[src/rtl/pld_prog_pkg.sv]
// pld_pkg: shared types and configuration-layout helpers for the
// programmable PLA (pld_prog). The index helpers are the single source of
// truth for where each AND-plane literal and OR-plane/invert bit lives in
// the serial configuration image.
package pld_pkg;

  localparam int N_IN_D   = 6;
  localparam int N_TERM_D = 8;
  localparam int N_OUT_D  = 5;

  typedef enum logic [1:0] {
    UNCFG = 2'd0,
    LOAD  = 2'd1,
    RUN   = 2'd2
  } state_t;

  // Total configuration bits: AND plane (true + complement literal per
  // input per term), then per output N_TERM OR selects plus one invert bit.
  function automatic int cfg_bits(input int n_in, input int n_term, input int n_out);
    return n_term*2*n_in + n_out*(n_term+1);
  endfunction

  // AND-plane bit for term t, input i; neg=0 selects din[i], neg=1 ~din[i].
  function automatic int and_idx(input int t, input int i, input int neg,
                                 input int n_in = N_IN_D);
    return t*2*n_in + 2*i + neg;
  endfunction

  // First OR-select bit of output o; its invert bit sits at base+n_term.
  function automatic int or_base(input int o, input int n_in, input int n_term);
    return n_term*2*n_in + o*(n_term+1);
  endfunction

endpackage

[src/rtl/pld_prog_if.sv]
// pld_prog_if: configuration handshake plus evaluation bus of pld_prog.
//   master (driver side): cfg_start, cfg_valid, cfg_bit, in_valid, din out;
//                         cfg_ready, cfg_done, dout, dout_valid in.
//   slave  (pld_prog)   : the mirror image.
interface pld_prog_if #(
  parameter int N_IN  = 6,
  parameter int N_OUT = 5
);
  logic             cfg_start;
  logic             cfg_valid;
  logic             cfg_bit;
  logic             cfg_ready;
  logic             cfg_done;
  logic             in_valid;
  logic [N_IN-1:0]  din;
  logic [N_OUT-1:0] dout;
  logic             dout_valid;

  modport master (
    output cfg_start, cfg_valid, cfg_bit, in_valid, din,
    input  cfg_ready, cfg_done, dout, dout_valid
  );

  modport slave (
    input  cfg_start, cfg_valid, cfg_bit, in_valid, din,
    output cfg_ready, cfg_done, dout, dout_valid
  );
endinterface

[src/rtl/pld_prog_and_plane.sv]
// pld_and_plane: combinational AND plane of the PLA.
//   din     : logic inputs
//   and_cfg : AND-plane configuration (2 select bits per input per term)
//   term    : product-term vector
// A term with no literal selected is treated as unprogrammed and yields 0.
// Selecting both polarities of one input makes the term unsatisfiable (0).
module pld_and_plane
  import pld_pkg::*;
#(
  parameter int N_IN   = 6,
  parameter int N_TERM = 8
) (
  input  logic [N_IN-1:0]          din,
  input  logic [N_TERM*2*N_IN-1:0] and_cfg,
  output logic [N_TERM-1:0]        term
);

  for (genvar t = 0; t < N_TERM; t++) begin : g_term
    logic [N_IN-1:0] lit_ok;
    logic [N_IN-1:0] any_sel;

    for (genvar i = 0; i < N_IN; i++) begin : g_lit
      localparam int IP = and_idx(t, i, 0, N_IN);
      localparam int IN = and_idx(t, i, 1, N_IN);
      // An unselected literal never blocks the product.
      assign lit_ok[i]  = (~and_cfg[IP] | din[i]) & (~and_cfg[IN] | ~din[i]);
      assign any_sel[i] = and_cfg[IP] | and_cfg[IN];
    end

    assign term[t] = (|any_sel) & (&lit_ok);
  end

endmodule

[src/rtl/pld_prog.sv]
// pld_prog: field-programmable sum-of-products PLA with registered outputs.
//   clk, rst_n : clock (rising edge) and asynchronous active-low reset
//   bus        : pld_prog_if.slave
//     cfg_start/cfg_valid/cfg_bit/cfg_ready : serial config load handshake
//     cfg_done                              : complete config active (RUN)
//     in_valid/din                          : evaluation request
//     dout/dout_valid                       : registered result, 1-cycle pulse
// Config is shifted in LSB-first at the bit counter; the FSM leaves LOAD on
// the cycle the last bit is accepted, so cfg_done rises one cycle later.
module pld_prog
  import pld_pkg::*;
#(
  parameter int N_IN   = 6,
  parameter int N_TERM = 8,
  parameter int N_OUT  = 5
) (
  input  logic     clk,
  input  logic     rst_n,
  pld_prog_if.slave bus
);

  localparam int CFG_BITS = cfg_bits(N_IN, N_TERM, N_OUT);
  localparam int AND_BITS = N_TERM*2*N_IN;
  localparam int CNT_W    = $clog2(CFG_BITS);
  localparam logic [CNT_W-1:0] CNT_LAST = CNT_W'(CFG_BITS-1);

  state_t              state_q, state_d;
  logic [CNT_W-1:0]    cnt_q, cnt_d;
  logic [CFG_BITS-1:0] cfg_q, cfg_d;
  logic [N_OUT-1:0]    dout_q, dout_d;
  logic                dv_q, dv_d;

  logic [N_TERM-1:0]   term;
  logic [N_OUT-1:0]    eval;

  pld_and_plane #(
    .N_IN  (N_IN),
    .N_TERM(N_TERM)
  ) u_and (
    .din    (bus.din),
    .and_cfg(cfg_q[AND_BITS-1:0]),
    .term   (term)
  );

  // OR plane + per-output invert; an output with no terms selected gives
  // just its invert bit.
  for (genvar o = 0; o < N_OUT; o++) begin : g_or
    localparam int B = or_base(o, N_IN, N_TERM);
    assign eval[o] = (|(term & cfg_q[B +: N_TERM])) ^ cfg_q[B+N_TERM];
  end

  always_comb begin
    state_d = state_q;
    cnt_d   = cnt_q;
    cfg_d   = cfg_q;
    dout_d  = dout_q;
    dv_d    = 1'b0;
    unique case (state_q)
      UNCFG: begin
        if (bus.cfg_start) begin
          state_d = LOAD;
          cnt_d   = '0;
          dout_d  = '0;
        end
      end
      LOAD: begin
        // start beats a coincident bit: the bit is dropped, counter rewinds
        if (bus.cfg_start) begin
          cnt_d = '0;
        end else if (bus.cfg_valid) begin
          cfg_d[cnt_q] = bus.cfg_bit;
          if (cnt_q == CNT_LAST) state_d = RUN;
          else                   cnt_d   = cnt_q + 1'b1;
        end
      end
      RUN: begin
        // start beats a coincident evaluation: no dout_valid
        if (bus.cfg_start) begin
          state_d = LOAD;
          cnt_d   = '0;
          dout_d  = '0;
        end else if (bus.in_valid) begin
          dout_d = eval;
          dv_d   = 1'b1;
        end
      end
      default: state_d = UNCFG;
    endcase
  end

  always_ff @(posedge clk or negedge rst_n) begin
    if (!rst_n) begin
      state_q <= UNCFG;
      cnt_q   <= '0;
      cfg_q   <= '0;
      dout_q  <= '0;
      dv_q    <= 1'b0;
    end else begin
      state_q <= state_d;
      cnt_q   <= cnt_d;
      cfg_q   <= cfg_d;
      dout_q  <= dout_d;
      dv_q    <= dv_d;
    end
  end

  assign bus.cfg_ready  = (state_q == LOAD);
  assign bus.cfg_done   = (state_q == RUN);
  assign bus.dout       = dout_q;
  assign bus.dout_valid = dv_q;

endmodule
[src/flat_wrapper.sv]
// flat-port wrapper written by rule: the top's interface ports become plain ports
module pld_prog_flat import pld_pkg::*;
#(
  parameter int N_IN   = 6,
  parameter int N_TERM = 8,
  parameter int N_OUT  = 5
)
  (clk, rst_n, bus_cfg_start, bus_cfg_valid, bus_cfg_bit, bus_in_valid, bus_din, bus_cfg_ready, bus_cfg_done, bus_dout, bus_dout_valid);
  pld_prog_if #(.N_IN(N_IN), .N_OUT(N_OUT)) bus_i ();
  input  logic clk;
  input  logic rst_n;
  input wire logic [$bits(bus_i.cfg_start)-1:0] bus_cfg_start;
  input wire logic [$bits(bus_i.cfg_valid)-1:0] bus_cfg_valid;
  input wire logic [$bits(bus_i.cfg_bit)-1:0] bus_cfg_bit;
  input wire logic [$bits(bus_i.in_valid)-1:0] bus_in_valid;
  input wire logic [$bits(bus_i.din)-1:0] bus_din;
  output wire logic [$bits(bus_i.cfg_ready)-1:0] bus_cfg_ready;
  output wire logic [$bits(bus_i.cfg_done)-1:0] bus_cfg_done;
  output wire logic [$bits(bus_i.dout)-1:0] bus_dout;
  output wire logic [$bits(bus_i.dout_valid)-1:0] bus_dout_valid;
  assign bus_i.cfg_start = bus_cfg_start;
  assign bus_i.cfg_valid = bus_cfg_valid;
  assign bus_i.cfg_bit = bus_cfg_bit;
  assign bus_i.in_valid = bus_in_valid;
  assign bus_i.din = bus_din;
  assign bus_cfg_ready = bus_i.cfg_ready;
  assign bus_cfg_done = bus_i.cfg_done;
  assign bus_dout = bus_i.dout;
  assign bus_dout_valid = bus_i.dout_valid;
  pld_prog #(.N_IN(N_IN), .N_TERM(N_TERM), .N_OUT(N_OUT)) u_core (.clk(clk), .rst_n(rst_n), .bus(bus_i));
endmodule
[config.mk]
export PLATFORM = sky130hd
export DESIGN_NAME = pld_prog_flat
export DESIGN_NICKNAME = d
export VERILOG_FILES = /design/src/rtl/pld_prog_pkg.sv /design/src/rtl/pld_prog_if.sv /design/src/rtl/pld_prog_and_plane.sv /design/src/rtl/pld_prog.sv /design/src/flat_wrapper.sv
export SDC_FILE = /design/constraint.sdc
export NUM_CORES = 1
export LEC_CHECK = 0
export CORE_ASPECT_RATIO = 0.5
export CORE_UTILIZATION = 45
export DETAILED_ROUTE_END_ITERATION = 12
export PLACE_DENSITY_LB_ADDON = 0.1
export SLEW_MARGIN = 5
export SYNTH_ARGS = -nofsm -noshare
export SYNTH_HDL_FRONTEND = slang
export SYNTH_SLANG_ARGS = --single-unit
[constraint.sdc]
create_clock -name clk -period 2.29 [get_ports clk]
set_input_delay 0.458 -clock clk [delete_from_list [all_inputs] [get_ports clk]]
set_output_delay 0.458 -clock clk [all_outputs]
set_load 0.03 [all_outputs]
==> results.json, run 1 <==
{
  "initial_core_util_pct": 46.58,
  "final_cell_mix": "157 x dfrtp_1, 129 x mux2_2, 90 x nor2_1, 74 x buf_4, 59 x nand2_1",
  "place_congestion": 0.9379,
  "fin_worst_skew_ps": 11.96,
  "antenna_found_initial": 0,
  "yosys.area.top_type_share_pct": 47.90,
  "drtIter0Drc": 546,
  "port-buffer-count": 19,
  "finalSetupViolCount": 0,
  "vdd_ir_drop_max_uv": 422.8,
  "share_comb_of_total_power_pct": 8.3,
  "insertion_delay_ps": 420,
  "dr.pass1.iters": 5,
  "clock-sinks": 157,
  "ys_ff_latch": 157,
  "grt_pass1_wl_um": 37000,
  "setup_ws_ps": 88.90,
  "holdPathStages": 1,
  "critPathArrivalTime_ps": 2520,
  "fillers": 1513,
  "p_seq_share_pct": 46.0,
  "relSlewSlack_pct": 52.52,
  "swShare_pct": 25.01,
  "p_leak_nw": 4.731,
  "final_cell_count_no_fill": 1071,
  "finalHoldViolCount": 0,
  "ios": 20,
  "syn_nets": 758,
  "worstMarginPinSlew_ps": 712.1,
  "slew_violations": 0,
  "grt_max_degree": 56,
  "synthDistinctLibCells": 49,
  "synth_area_sq_um": 8203,
  "min-delay-start": "u_core.bus.dout[0]",
  "final_common_cell": "dfrtp_1",
  "p_int_mw": 4.667,
  "rsz0062_at_grt": "true",
  "cp.required_ps": 2600,
  "core-area_sq_um": 17610,
  "post_route_cells_drive_above_1_share_pct": 35.48,
  "rows": 34,
  "max_freq_mhz": 454.3,
  "dieArea_sq_um": 18810,
  "ys.flop_type": "dfrtp_1",
  "async_reset_ff_share_pct": 100.0,
  "reg2reg_from": "u_core.cfg_q[38]",
  "yosys_warnings": 0,
  "die-width_um": 192.9,
  "avgSynthCellArea_sq_um": 11.06,
  "critPathKind": "reg2reg",
  "hold_path_end": "u_core.bus.dout[0]",
  "root_buffer": "clkbuf_16",
  "p_sw_mw": 1.556,
  "area_delta_synth_final_pct": 22.91,
  "cts_buffer_depth": 2,
  "cts_buffers": 17,
  "wl_per_cell_um": 22.35,
  "fin_area_sq_um": 10080,
  "min_path_type": "reg2reg",
  "nets": 841,
  "seq_area_frac_synth_pct": 47.90,
  "total_power_mw": 6.223,
  "reg2regPathDepth": 7,
  "placed_cells": 1028,
  "status": "completed",
  "powerDensity_nw_per_um2": 617.3,
  "synth_edf_count": 0,
  "cts_tree": "done",
  "place_area_sq_um": 9255,
  "via_count": 6291,
  "p_clk_share_pct": 45.7,
  "viasPerCell": 5.874,
  "clk_pin_slew_ps": 70,
  "synth_area_leaders": "dfrtp_1 48%, mux2_2 18%, mux2i_1 5.9%",
  "place_ws_ps": -797.4,
  "gr-total-overflow": 0,
  "critPathCaptureType": "flip-flop",
  "min_period_ps": 2201,
  "drt.antenna.violating_nets": 0,
  "die_h_um": 97.47,
  "synth.largest_area_cell": "dfrtp_1",
  "drv_cap": 0,
  "r2r-end": "u_core.bus.dout[4]",
  "grt_pass1_vias": 6100,
  "gr-usage-all-layers_pct": 26.93,
  "syn_inst": 742,
  "wirelength_um": 23940,
  "reg2reg_slack_ps": 90,
  "period_share_pct": 96.12,
  "path_max_fanout": 3,
  "postLayoutCoreUtil_pct": 57.25,
  "dp_hpwl_um": 16660,
  "worst_setup_path_start_kind": "flip-flop",
  "diodes": 0,
  "drc": 0,
  "htree_levels": 4
}
-- critical path: stages, from the launching register on --
cell	delay, ps
dfrtp_1	390
nor4_1	310
and3_2	310
nor3_2	80
buf_4	150
a2111oi_2	440
nand4_1	150
a32o_1	260
-- through the flow --
| stage | TNS (ps) | hold slack [ps] |
|---|---|---|
| global route | -3.252 | 531.7 |
| floorplan | 0 | 162.4 |
| global placement | -9406 | 413.6 |
| finish | 0 | 497.8 |
| CTS | -56.05 | 504.4 |
| detailed placement | -13360 | 414.6 |
-- worst max path at each step --
stage / from / depth (start not counted) / end / slack (ps)
final: u_core.cfg_q[38] / 7 / u_core.bus.dout[4] / 90
after global routing: u_core.cfg_q[38] / 7 / u_core.bus.dout[4] / -3
after CTS: bus_din[0] / 10 / u_core.bus.dout[2] / -30
after detailed placement: bus_din[3] / 10 / u_core.bus.dout[0] / -800
after global placement: bus_din[0] / 10 / u_core.bus.dout[0] / -780
after floorplan: bus_din[0] / 7 / u_core.bus.dout[2] / 290
-- sequential cells by signal, indices dropped and copies added, names as in the netlist --
| signal | cells |
|---|---|
| u_core.cfg_q | 141 |
| u_core.bus.dout_valid | 1 |
| u_core.cnt_q | 8 |
| u_core.state_q | 2 |
| u_core.bus.dout | 5 |
-- cells in the mapped netlist (all sizes together), types with 5 or more instances --
cell / n
a2111oi: 5
a21oi: 6
a22oi: 10
and3: 15
buf: 24
clkbuf: 22
dfrtp: 157
inv: 8
mux2: 139
mux2i: 48
nand2: 60
nand2b: 6
nand3: 36
nand4: 19
nor2: 92
nor3: 12
nor4: 25
nor4b: 16
o21ai: 6
-- per-layer routing --
metal  GRT usage [%]  vias to the layer above  routed length (um)
li1                -                     2853                   -
met1           41.48                     3227               11760
met2           37.50                      190               10190
met3           5.634                       21                1590
met4           7.873                        0                 403
met5               0                        -                   0
-- power groups by stage --
stage	Sequential [mW]	Combinational [mW]	Clock, mW
after floorplan	2.90	0.250	0
after global placement	2.92	0.492	0
after detailed placement	2.92	0.494	0
after CTS	2.86	0.507	2.88
after global routing	2.87	0.558	3.02
final	2.86	0.514	2.84
-- repair_timing --
action,4_1_cts,5_1_grt
setup endpoints to repair,5,8
hold endpoints to repair,38,0
pin swaps,4,5
hold buffers,1,0
setup buffers,6,5
gates resized for setup,17,21
-- cell families after synthesis --
| logic type | share of synthesized area [%] |
|---|---|
| and+or+nand+nor | 18.26 |
| muxes | 25.31 |
| DFF | 47.90 |
| buffers and inverters | 3.722 |
| AOI/OAI and AO/OA | 3.783 |
| xor gates and xnor gates | 0.4272 |
| adders and majority gates | 0.6102 |
-- final cells by class --
type                    count  area, sq um  share of cell area [%]
flip-flops and latches    157         3929                   38.97
repair buffers            112         1139                   11.29
inverters                   8        30.03                  0.2978
clock inverters            12        138.9                   1.378
clock buffers              19        442.9                   4.393
well taps                 234        292.8                   2.904
multi-input cells         529         4110                   40.77
(Power assumes the default switching activity.)
==> run 2: changes to the inputs <==
--- a/config.mk
+++ b/config.mk
@@ -7,6 +7,7 @@
 export LEC_CHECK = 0
 export CORE_ASPECT_RATIO = 0.5
 export CORE_UTILIZATION = 45
+export CTS_BUF_LIST = sky130_fd_sc_hd__clkbuf_16
 export DETAILED_ROUTE_END_ITERATION = 12
 export PLACE_DENSITY_LB_ADDON = 0.1
 export SLEW_MARGIN = 5
==> run 2 against run 1 <==
  * Worst setup slack better by 13 ps
  * Register-to-register slack about the same
  * Hold slack improved by 3.0 ps
  * Power shrank 0.68%
  * Clock power down 1%
==> results.json, run 2 (synthesis results as in run 1) <==
{
  "fin_area_sq_um": 10080,
  "worst_setup_path_start_kind": "flip-flop",
  "final_cell_mix": "157 x dfrtp_1, 129 x mux2_2, 90 x nor2_1, 74 x buf_4, 59 x nand2_1",
  "dp_hpwl_um": 16660,
  "grt_max_degree": 56,
  "powerDensity_nw_per_um2": 612.9,
  "rows": 34,
  "viasPerCell": 5.822,
  "antenna_found_initial": 0,
  "reg2reg_from": "u_core.cfg_q[38]",
  "die-width_um": 192.9,
  "min_period_ps": 2188,
  "via_count": 6235,
  "root_buffer": "clkbuf_16",
  "clk_pin_slew_ps": 70,
  "crit_end": "u_core.bus.dout[3]",
  "cp.required_ps": 2600,
  "cts_buffers": 17,
  "vdd_ir_drop_max_uv": 423.4,
  "gr-usage-all-layers_pct": 26.89,
  "die_h_um": 97.47,
  "status": "completed",
  "core-area_sq_um": 17610,
  "wirelength_um": 23850,
  "maxUsedRoutingLayer": "met4",
  "placed_cells": 1028,
  "finalSetupViolCount": 0,
  "diodes": 0,
  "r2r-end": "u_core.bus.dout[3]",
  "period_share_pct": 95.55,
  "wl_met3_um": 1325,
  "initial_core_util_pct": 46.58,
  "rsz0062_at_grt": "false",
  "critPathKind": "reg2reg",
  "min_path_type": "reg2reg",
  "reg2regPathDepth": 7,
  "routed-wl-met2_um": 10050,
  "reg2reg_slack_ps": 100,
  "gr-total-overflow": 0,
  "cts_tree": "done",
  "drc": 0,
  "dr.pass1.iters": 5,
  "nets": 841,
  "finalHoldViolCount": 0,
  "fin_worst_skew_ps": 8.975,
  "insertion_delay_ps": 420,
  "place_area_sq_um": 9255,
  "relSlewSlack_pct": 52.94,
  "top_register": "u_core.cfg_q",
  "critPathCaptureType": "flip-flop",
  "slew_violations": 0,
  "crit_start": "u_core.cfg_q[38]",
  "clock-sinks": 157,
  "post_route_cells_drive_above_1_share_pct": 35.36,
  "place_congestion": 0.9379,
  "worstMarginPinSlew_ps": 705.9,
  "postLayoutCoreUtil_pct": 57.26,
  "drt.antenna.violating_nets": 0,
  "max_freq_mhz": 457.0,
  "port-buffer-count": 19,
  "drv_cap": 0,
  "largest_register_ff_count": 141,
  "ios": 20,
  "path_max_fanout": 2,
  "wl_met1_um": 12070,
  "final_cell_count_no_fill": 1071,
  "cts_buffer_depth": 2,
  "p_leak_nw": 4.733,
  "grt_pass1_vias": 6089,
  "area_delta_synth_final_pct": 22.94,
  "wl_per_cell_um": 22.27,
  "final_common_cell": "dfrtp_1",
  "total_power_mw": 6.181,
  "critPathArrivalTime_ps": 2500,
  "drtIter0Drc": 466,
  "htree_levels": 4,
  "grt_pass1_wl_um": 36950,
  "dieArea_sq_um": 18810,
  "holdPathStages": 1
}
==> run 2: changes by cell type in the layout (fill, tap and decap cells not counted), sizes merged <==
| cell | before | now |
|---|---|---|
| clkbuf | 20 | 18 |
| clkinv | 5 | 6 |
| inv | 10 | 11 |
==> run 2: per-stage QoR <==
step / hold slack, ps / setup slack (ps) / setup TNS, ps
5_1_grt: 531.7 / 0.02420 / 0
3_5_place_dp: 414.6 / -797.4 / -13360
2_1_floorplan: 162.4 / 285.9 / 0
6_report: 500.8 / 102.0 / 0
3_3_place_gp: 413.6 / -776.2 / -9406
4_1_cts: 504.7 / -27.39 / -54.15
==> run 2: repair_timing <==
| item | CTS | global route |
|---|---|---|
| buffers inserted | 6 | 5 |
| hold buffers | 1 | 0 |
| endpoints found under the hold margin | 38 | 0 |
| resized for setup | 17 | 22 |
| endpoints found under the setup margin | 5 | 8 |
| pin swaps | 4 | 5 |
==> run 2: routing by layer <==
metal | track usage (%) | up-vias
li1 | - | 2852
met4 | 7.873 | 0
met1 | 41.38 | 3189
met5 | 0 | -
met3 | 5.634 | 24
met2 | 37.47 | 170
==> run 2: worst min-delay path by stage <==
stage / slack (ps) / end / from
global placement: 410 / u_core.cfg_q[38] / rst_n
floorplan: 160 / u_core.bus.dout[0] / rst_n
detailed placement: 410 / u_core.cfg_q[41] / rst_n
CTS: 500 / u_core.bus.dout[0] / u_core.bus.dout[0]
finish: 500 / u_core.bus.dout[0] / u_core.bus.dout[0]
global route: 530 / u_core.cfg_q[96] / u_core.cfg_q[96]
==> run 2: critical path, stage by stage, from the launching register on <==
cell and delay (ps):
dfrtp_1 390, nor4_1 330, and3_2 320, buf_4 130, nor4b_1 40, a2111oi_1 460, nand4_1 140, a32o_1 270
==> run 2: layout make-up <==
cell class / count / area [sq um]
clock inverter: 14 / 146.4
clock buffer: 17 / 425.4
tap: 234 / 292.8
inverter: 8 / 30.03
fill: 1516 / 7527
multi-input combinational: 529 / 4123
timing repair buffer: 112 / 1139
sequential: 157 / 3929
==> run 2: power breakdown <==
part	internal, mW	switching (mW)	total [mW]
clock network	1.60	1.20	2.80
logic	0.208	0.306	0.514
registers	2.82	0.0461	2.86
